==> src/rtl/counter_seq_ctrl_pkg.sv <==
// ============================================================================
// counter_seq_ctrl_pkg : state encoding and default sizes for counter_seq_ctrl
// Revision: 1.0
// ============================================================================
`default_nettype none

package counter_seq_ctrl_pkg;

   localparam int DEF_WIDTH = 4;
   localparam int DEF_RPT_W = 4;

   localparam logic [1:0] ST_IDLE = 2'd0;
   localparam logic [1:0] ST_RUN  = 2'd1;
   localparam logic [1:0] ST_HOLD = 2'd2;
   localparam logic [1:0] ST_DONE = 2'd3;

   typedef enum logic [1:0] {
      IDLE = ST_IDLE,
      RUN  = ST_RUN,
      HOLD = ST_HOLD,
      DONE = ST_DONE
   } state_e;

endpackage

`default_nettype wire

==> src/rtl/counter_seq_core.sv <==
// ============================================================================
// counter_seq_core : WIDTH-bit up/down counter register (clr > load > en)
// Revision: 1.0
// ============================================================================
`default_nettype none

module counter_seq_core
   import counter_seq_ctrl_pkg::*;
#(
   parameter int WIDTH = DEF_WIDTH
) (
   input  logic             clk,
   input  logic             rst_n,
   input  logic             clr,
   input  logic             en,
   input  logic             load,
   input  logic [WIDTH-1:0] load_val,
   input  logic             up,
   output logic [WIDTH-1:0] count
);

   logic [WIDTH-1:0] count_d;
   logic [WIDTH-1:0] count_q;

   always_comb begin
      count_d = count_q;
      if (clr) begin
         count_d = '0;
      end else if (load) begin
         count_d = load_val;
      end else if (en) begin
         count_d = up ? (count_q + 1'b1) : (count_q - 1'b1);
      end
   end

   always_ff @(posedge clk) begin
      if (!rst_n) begin
         count_q <= '0;
      end else begin
         count_q <= count_d;
      end
   end

   assign count = count_q;

endmodule

`default_nettype wire

==> src/rtl/counter_seq_ctrl.sv <==
// ============================================================================
// counter_seq_ctrl : start/pause/stop sequencer for a bounded multi-pass counter
// Optional down counting with `define COUNTER_SEQ_CTRL_DIR_EN.  Revision: 1.0
// ============================================================================
`default_nettype none

module counter_seq_ctrl
   import counter_seq_ctrl_pkg::*;
#(
   parameter int WIDTH = DEF_WIDTH,
   parameter int RPT_W = DEF_RPT_W
) (
   input  logic             clk,
   input  logic             rst_n,
   input  logic             start,
   input  logic             stop,
   input  logic             pause,
   input  logic [WIDTH-1:0] limit,
   input  logic [RPT_W-1:0] repeats,
`ifdef COUNTER_SEQ_CTRL_DIR_EN
   input  logic             dir,
`endif
   output logic [WIDTH-1:0] count,
   output logic [RPT_W-1:0] pass_cnt,
   output logic             busy,
   output logic             wrap,
   output logic             done,
   output logic [1:0]       state
);

   state_e           state_d,    state_q;
   logic [RPT_W-1:0] pass_cnt_d, pass_cnt_q;
   logic [WIDTH-1:0] limit_d,    limit_q;
   logic [RPT_W-1:0] repeats_d,  repeats_q;
   logic             busy_d,     busy_q;
   logic             wrap_d,     wrap_q;
   logic             done_d,     done_q;
`ifdef COUNTER_SEQ_CTRL_DIR_EN
   logic             dir_d,      dir_q;
`endif

   logic             cnt_clr;
   logic             cnt_en;
   logic             cnt_load;
   logic [WIDTH-1:0] cnt_load_val;
   logic             cnt_up;
   logic             step;
   logic             term;
   logic [RPT_W-1:0] pass_inc;
   logic [WIDTH-1:0] count_cur;

`ifdef COUNTER_SEQ_CTRL_DIR_EN
   assign cnt_up = ~dir_q;
   assign term   = dir_q ? (count_cur == '0) : (count_cur == limit_q);
`else
   assign cnt_up = 1'b1;
   assign term   = (count_cur == limit_q);
`endif

   assign pass_inc = pass_cnt_q + 1'b1;

   always_comb begin
      state_d      = state_q;
      pass_cnt_d   = pass_cnt_q;
      limit_d      = limit_q;
      repeats_d    = repeats_q;
`ifdef COUNTER_SEQ_CTRL_DIR_EN
      dir_d        = dir_q;
`endif
      wrap_d       = 1'b0;
      done_d       = 1'b0;
      cnt_clr      = 1'b0;
      cnt_en       = 1'b0;
      cnt_load     = 1'b0;
      cnt_load_val = '0;
      step         = 1'b0;

      case (state_q)
         IDLE, DONE: begin
            if (!stop && start) begin
               state_d    = RUN;
               limit_d    = limit;
               repeats_d  = repeats;
               pass_cnt_d = '0;
`ifdef COUNTER_SEQ_CTRL_DIR_EN
               dir_d = dir;
               if (dir) begin
                  cnt_load     = 1'b1;
                  cnt_load_val = limit;
               end else begin
                  cnt_clr = 1'b1;
               end
`else
               cnt_clr = 1'b1;
`endif
            end else begin
               state_d = IDLE;
               cnt_clr = 1'b1;
            end
         end
         RUN: begin
            if (stop) begin
               state_d    = IDLE;
               cnt_clr    = 1'b1;
               pass_cnt_d = '0;
            end else if (pause) begin
               state_d = HOLD;
            end else begin
               step = 1'b1;
            end
         end
         HOLD: begin
            if (stop) begin
               state_d    = IDLE;
               cnt_clr    = 1'b1;
               pass_cnt_d = '0;
            end else if (!pause) begin
               // the edge that sees pause low already counts
               state_d = RUN;
               step    = 1'b1;
            end
         end
         default: begin
            state_d = IDLE;
            cnt_clr = 1'b1;
         end
      endcase

      if (step) begin
         if (term) begin
            wrap_d     = 1'b1;
            pass_cnt_d = pass_inc;
`ifdef COUNTER_SEQ_CTRL_DIR_EN
            if (dir_q) begin
               cnt_load     = 1'b1;
               cnt_load_val = limit_q;
            end else begin
               cnt_clr = 1'b1;
            end
`else
            cnt_clr = 1'b1;
`endif
            if ((repeats_q != '0) && (pass_inc == repeats_q)) begin
               done_d  = 1'b1;
               state_d = DONE;
            end
         end else begin
            cnt_en = 1'b1;
         end
      end

      busy_d = (state_d == RUN) || (state_d == HOLD);
   end

   always_ff @(posedge clk) begin
      if (!rst_n) begin
         state_q    <= IDLE;
         pass_cnt_q <= '0;
         limit_q    <= '0;
         repeats_q  <= '0;
         busy_q     <= 1'b0;
         wrap_q     <= 1'b0;
         done_q     <= 1'b0;
`ifdef COUNTER_SEQ_CTRL_DIR_EN
         dir_q      <= 1'b0;
`endif
      end else begin
         state_q    <= state_d;
         pass_cnt_q <= pass_cnt_d;
         limit_q    <= limit_d;
         repeats_q  <= repeats_d;
         busy_q     <= busy_d;
         wrap_q     <= wrap_d;
         done_q     <= done_d;
`ifdef COUNTER_SEQ_CTRL_DIR_EN
         dir_q      <= dir_d;
`endif
      end
   end

   counter_seq_core #(
      .WIDTH(WIDTH)
   ) u_core (
      .clk      (clk),
      .rst_n    (rst_n),
      .clr      (cnt_clr),
      .en       (cnt_en),
      .load     (cnt_load),
      .load_val (cnt_load_val),
      .up       (cnt_up),
      .count    (count_cur)
   );

   assign count    = count_cur;
   assign pass_cnt = pass_cnt_q;
   assign busy     = busy_q;
   assign wrap     = wrap_q;
   assign done     = done_q;
   assign state    = state_q;

endmodule

`default_nettype wire

==> config.mk <==
export PLATFORM = sky130hd
export DESIGN_NAME = counter_seq_ctrl
export DESIGN_NICKNAME = d
export VERILOG_FILES = /design/src/rtl/counter_seq_ctrl_pkg.sv /design/src/rtl/counter_seq_core.sv /design/src/rtl/counter_seq_ctrl.sv
export SDC_FILE = /design/constraint.sdc
export NUM_CORES = 1
export LEC_CHECK = 0
export BUFFER_PORTS_ARGS = -buffer_cell sky130_fd_sc_hd__buf_2
export CAP_MARGIN = 30
export CELL_PAD_IN_SITES_DETAIL_PLACEMENT = 0
export CELL_PAD_IN_SITES_GLOBAL_PLACEMENT = 2
export CORE_ASPECT_RATIO = 1.75
export CORE_UTILIZATION = 31
export CTS_CLUSTER_DIAMETER = 150
export CTS_CLUSTER_SIZE = 16
export DETAILED_ROUTE_END_ITERATION = 10
export GPL_TIMING_DRIVEN = 0
export PLACE_DENSITY_LB_ADDON = 0.1
export SLEW_MARGIN = 5
export SYNTH_ARGS = -nofsm -noshare
export SYNTH_HDL_FRONTEND = slang
export SYNTH_SLANG_ARGS = --single-unit
==> constraint.sdc <==
create_clock -name clk -period 2.2 [get_ports clk]
set_input_delay 0.22 -clock clk [delete_from_list [all_inputs] [get_ports clk]]
set_output_delay 0.22 -clock clk [all_outputs]
set_load 0.005 [all_outputs]
Word level (Yosys, flattened, before mapping):

Cells that the tools add are included.

* eq/ne operators: 7
* bitwise logic cells: 1
* $add $sub $neg: 2
* reduce and logical (&&, ||, !) cells: 12
* mux-type cells: 25

Operator list (count)
* $mux W4: 4
* $mux W2: 7
* $mux W1: 11
* $add A4 B1 Y4 const B: 2
* $eq A4 B4 Y1: 2
* $pmux W4 S2: 1
* $eq A2 B2 Y1 const B: 3
* $pmux W2 S3: 1
* $reduce_or A2 Y1: 3
* $eq A2 B1 Y1 const B: 2
* $reduce_and A2 Y1: 2
* $reduce_bool A4 Y1: 1
* $reduce_and A3 Y1: 1
* $logic_and A1 B1 Y1: 2
* $logic_not A2 Y1: 1
* $pmux W1 S2: 1
* $logic_not A1 Y1: 1
* $logic_or A1 B1 Y1: 1
* $not A1 Y1: 1

* logic and storage cells: 55
* input bits: 13
* flip-flop bits (word level): 21
* output and inout bits: 13

Depth between registers and ports, before layout:

* depth after elaboration: 9
* gate-level depth with buffers: 6
* gate-level depth less buffers: 6

Hierarchy:

From an unflattened synthesis, not the netlist that was laid out.

* cells, all modules: 126
* area, all modules: 1178.6 µm²

Modules (own cells, without submodules)
* counter_seq_ctrl: cells each 94, area an instance 878.3 µm², seq. area each 340.3 µm², instances 1
* counter_seq_core: cells each 32, area an instance 300.3 µm², seq. area each 80.1 µm², instances 1

Worst setup path before layout:

Ideal clock, no wire load.

* path type: reg-to-reg
* from: register state_q[0] (netlist: state[0])
* to: register busy_q (netlist: busy)
* setup slack: 0.181 ns
* period minus slack after synthesis: 2.019 ns
* path buffers: 0
* required time: 2.066 ns
* stages on the path, launching flop included: 7
* setup time: 0.134 ns
* arrival time: 1.885 ns
* path through: dfxtp_1 inv_1 ha_1 or3_4 or3_4 a2111oi_0 a21oi_1

* cells in the longest elaborated chain, start to end: 8
* elaborated cells on any way between the ends: 18
* classes of those cells: 5 x eq/ne; 9 x mux; 4 x reduce/logical

Ends and longest elaborated chain
* start: declaration: line counter_seq_ctrl.sv:31 `state_e state_d, state_q;`
* start signal: assignment: line counter_seq_ctrl.sv:168 `state_q <= state_d;`
* $eq A2 B2 Y1 (tied with other cells): line counter_seq_ctrl.sv:78 `case (state_q)`
* $reduce_or A2 Y1 (tied with other cells): line counter_seq_ctrl.sv:78
* $pmux W2 S3: line counter_seq_ctrl.sv:78
* $mux W2: line counter_seq_ctrl.sv:143 `if ((repeats_q != '0) && (pass_inc == repeats_q)) begin`
* $mux W2: line counter_seq_ctrl.sv:130 `if (term) begin`
* $mux W2 (*): line counter_seq_ctrl.sv:129 `if (step) begin`
* $eq A2 B1 Y1 / $eq A2 B2 Y1 (equally long branches): line counter_seq_ctrl.sv:152 `busy_d = (state_d == RUN) || (state_d == HOLD);`
* $logic_or A1 B1 Y1 (*): line counter_seq_ctrl.sv:152
* end signal: assignment: line counter_seq_ctrl.sv:172 `busy_q <= busy_d;`
* end: declaration: line counter_seq_ctrl.sv:35 `logic busy_d, busy_q;`

Every way passes the cells marked *; elsewhere a longest branch is shown, timed or not.
A chain may end at the register's enable or synchronous reset.

Worst setup path in the final report:

* from: register state_q[0] (netlist: state[0])
* to: register done_q (netlist: done)

* cells in the longest elaborated chain, start to end: 4
* elaborated cells on any way between the ends: 5
* classes of those cells: 2 x eq/ne; 1 x mux; 2 x reduce/logical

Ends and longest elaborated chain
* $eq A2 B2 Y1 / $eq A2 B1 Y1 (equally long branches): line counter_seq_ctrl.sv:78
* $reduce_or A2 Y1 (no source line) (*)
* $mux W1 (*)
* $reduce_and A3 Y1 (no source line) (*)
* end signal: assignment: line counter_seq_ctrl.sv:174 `done_q <= done_d;`
* end: declaration: line counter_seq_ctrl.sv:37 `logic done_d, done_q;`

Marked as above.

==> impl_metrics.env <==
export IMPL_post_route_min_period_ns=2.092
export IMPL_setup_viol=0
export IMPL_synth_avg_cell_area_um2=9.478
export IMPL_skew_ns=0.001042
export IMPL_path_buf_inv=1
export IMPL_syn_nets=130
export IMPL_root_buffer="clkbuf_8"
export IMPL_numCtsBuffers=3
export IMPL_clk_pin_slew_ns=0.08
export IMPL_cp_required_ns=2.41
export IMPL_fin_area_um2=1315
export IMPL_cts_sinks=21
export IMPL_clock_path_buffers=2
export IMPL_critPathLaunchType="register"
export IMPL_start_util=0.3337
export IMPL_cp_common_cell="or3_4"
export IMPL_post_route_period_util=0.9510
export IMPL_cts_tree="yes"
export IMPL_worst_slew_pin_slew_ns=0.5993
export IMPL_rsz0062_at_grt="no"
export IMPL_seq_area_frac_synth=0.3925
export IMPL_grt_max_degree=12
export IMPL_die_w_um=46.43
export IMPL_yosys_register_bits=21
export IMPL_die_area_um2=3703
export IMPL_worst_path_max_fanout=6
export IMPL_place_ws_ns=-0.08730
export IMPL_total_power_mw=0.7443
export IMPL_drv_cap=0
export IMPL_drc=0
export IMPL_post_cts_setup_buffer_count=0
export IMPL_antenna_cells=0
export IMPL_ir_drop_mv=0.2861
export IMPL_netlist_area_um2=1071
export IMPL_drive_above_1_share=0.2535
export IMPL_numPlacedInstances=181
export IMPL_synth_warnings=0
export IMPL_detail_route_antenna_nets=0
export IMPL_ys_types=35
export IMPL_drtIter0Drc=11
export IMPL_worstSetupPathType="reg -> reg"
export IMPL_critical_path_max_stage_delay_ns=0.41
export IMPL_gr_usage_all_layers=0.1373
export IMPL_finalHoldViolCount=0
export IMPL_crit_path_end_kind="register"
export IMPL_status="finished clean"
export IMPL_p_per_area_nw_per_um2=566.0
export IMPL_final_cells=185
export IMPL_htree_num_levels=1
export IMPL_rows=27
export IMPL_fin_ws_ns=0.1078
export IMPL_arrival_ns=2.30
export IMPL_leakagePower_nw=0.5658
export IMPL_fmax_mhz=478.0
export IMPL_dp_hpwl_mm=1.774
export IMPL_drt_first_pass_iters=4
export IMPL_slew_violations=0
export IMPL_final_nets=160
export IMPL_cpLargestDelayFamily="simple AND/OR/NAND/NOR gates"
export IMPL_grt_pass1_wl_mm=3.774
export IMPL_dpl_instance_area_um2=1250
export IMPL_fp_dieH_um=79.76
export IMPL_wl_mm=2.319
export IMPL_antenna_found_initial=0
export IMPL_pin_count=26
export IMPL_port_buffer_count=25
export IMPL_slowest_stage="or3_4"
export IMPL_grt_pass1_vias=876
export IMPL_relSlewSlack=0.6004
export IMPL_viasPerCell=4.903
export IMPL_hp_class="in -> reg"
export IMPL_clk_latency_ns=0.26
export IMPL_cp_cell_sequence="inv_1 > ha_4 > or3_4 > or3_4 > a2111oi_4 > and2_1"
export IMPL_syn_to_final_growth_pct=22.78
export IMPL_netlist_instances=113
export IMPL_gp_congestion=0.7361
export IMPL_wl_per_cell_um=12.54
export IMPL_cts_hold_buf=0
export IMPL_via_count=907
export IMPL_core_um2=3209
export IMPL_gr_total_overflow=0
[Yosys cell counts]
library cell / number / area (um^2)
nand3b_1: 2 / 15.01
a22o_1: 2 / 17.52
a31oi_1: 1 / 6.260
clkbuf_1: 3 / 11.26
ha_1: 4 / 50.05
mux2i_1: 8 / 80.08
a21oi_1: 4 / 20.02
xor2_1: 3 / 26.28
dfxtp_1: 21 / 420.4
and2_1: 1 / 6.260
o2111a_1: 1 / 11.26
a21o_1: 1 / 7.510
nand2_1: 6 / 22.52
xnor2_1: 7 / 61.31
a21boi_1: 1 / 7.510
inv_1: 5 / 18.77
o21ai_1: 1 / 5.000
nor2b_1: 2 / 12.51
nor3_1: 4 / 20.02
a2111oi_4: 1 / 27.53
o21a_1: 2 / 15.01
a221oi_1: 1 / 8.760
nand4_1: 2 / 12.51
or3_1: 1 / 6.260
mux2_2: 1 / 11.26
o32ai_1: 1 / 8.760
nor2_1: 10 / 37.54
buf_2: 1 / 5.000
or3b_1: 1 / 8.760
nand2b_1: 5 / 31.28
a2111oi_0: 2 / 17.52
o311ai_0: 1 / 8.760
or3_4: 2 / 22.52
or4b_1: 1 / 10.01
nand3_1: 4 / 20.02
[path summary, 6_finish.rpt]
check / startpoint / end / slack, ns / cells past startpoint
worst max register to register: state[0] / done / 0.11 / 6
worst max-delay path: state[0] / done / 0.11 / 6
worst min register to register: u_core.count[1] / u_core.count[1] / 0.52 / 2
worst min-delay path: repeats[1] / repeats_q[1] / 0.19 / 3
[tightest hold or removal path: cells and delay by family]
family | cells | cell delay, ns
buffers and inverters | 1 | 0.07
and+or+nand+nor | 1 | 0.07
muxes | 1 | 0.05
[registers in the layout, indices dropped and copies added (netlist names)]
| signal | flops |
|---|---|
| busy | 1 |
| repeats_q | 4 |
| u_core.count | 4 |
| limit_q | 4 |
| state | 2 |
| done | 1 |
| pass_cnt | 4 |
| wrap | 1 |
[power by group]
| group | switching, mW | leakage (nW) | internal, mW | total [mW] |
|---|---|---|---|---|
| logic | 0.0516 | 0.372 | 0.0416 | 0.0932 |
| clock network | 0.125 | 0.0228 | 0.129 | 0.253 |
| registers | 0.00780 | 0.171 | 0.390 | 0.398 |
[repair_timing]
| item | in CTS | in global routing |
|---|---|---|
| endpoints found under the setup margin | 1 | 2 |
| resized for setup | 2 | 2 |
| pin swaps | 1 | 1 |
[layer usage]
layer,GRT usage,share of wire
met5,0,0
met3,0.02262,0.034
met1,0.1592,0.41
met2,0.2319,0.54
met4,0.06176,0.019
[cell type report]
class                   instances  area (um^2)
plain buffers                   4        16.27
flip-flops and latches         21        421.7
multi-input cells              83        634.4
fillers                       350         1894
well taps                      43        53.80
inverters                       5        18.77
clock buffers                   4        45.04
repair buffers                 25        125.1
[cell usage in the layout, fill, tap and decap left out, types with 2 or more instances in the layout]
master	count
a21oi_1	4
a22o_1	2
buf_2	26
clkbuf_1	4
clkbuf_8	3
dfxtp_1	20
ha_1	3
inv_1	5
mux2i_1	8
nand2_1	6
nand2b_1	5
nand3_1	4
nand3b_1	2
nand4_1	2
nor2_1	10
nor2b_1	2
nor3_1	4
o21a_1	2
or3_4	2
xnor2_1	7
xor2_1	3
[logic make-up (layout without fill, tap and decap cells)]
kind of cell             count (synthesis)  after routing  share of synthesized area
XOR/XNOR                                10             10                    0.08178
adder cells (fa/ha/maj)                  4              4                    0.04673
AND/OR/NAND/NOR                         41             41                     0.2103
AO/OA/AOI/OAI                           19             19                     0.1507
flip-flops                              21             21                     0.3925
multiplexers                             9              9                    0.08528
buffers and inverters                    9             38                    0.03271
[per-stage QoR]
| step | hold WS, ns | utilization | setup TNS, ns |
|---|---|---|---|
| floorplan | 0.3378 | - | 0 |
| global placement | 0.4517 | 0.3895 | -0.05037 |
| detailed placement | 0.4602 | 0.3895 | -0.08730 |
| CTS | 0.1862 | 0.4055 | 0 |
| global route | 0.2057 | 0.4097 | 0 |
| finish | 0.1901 | 0.4097 | 0 |
Note: power is estimated with default switching activity, not from simulation.
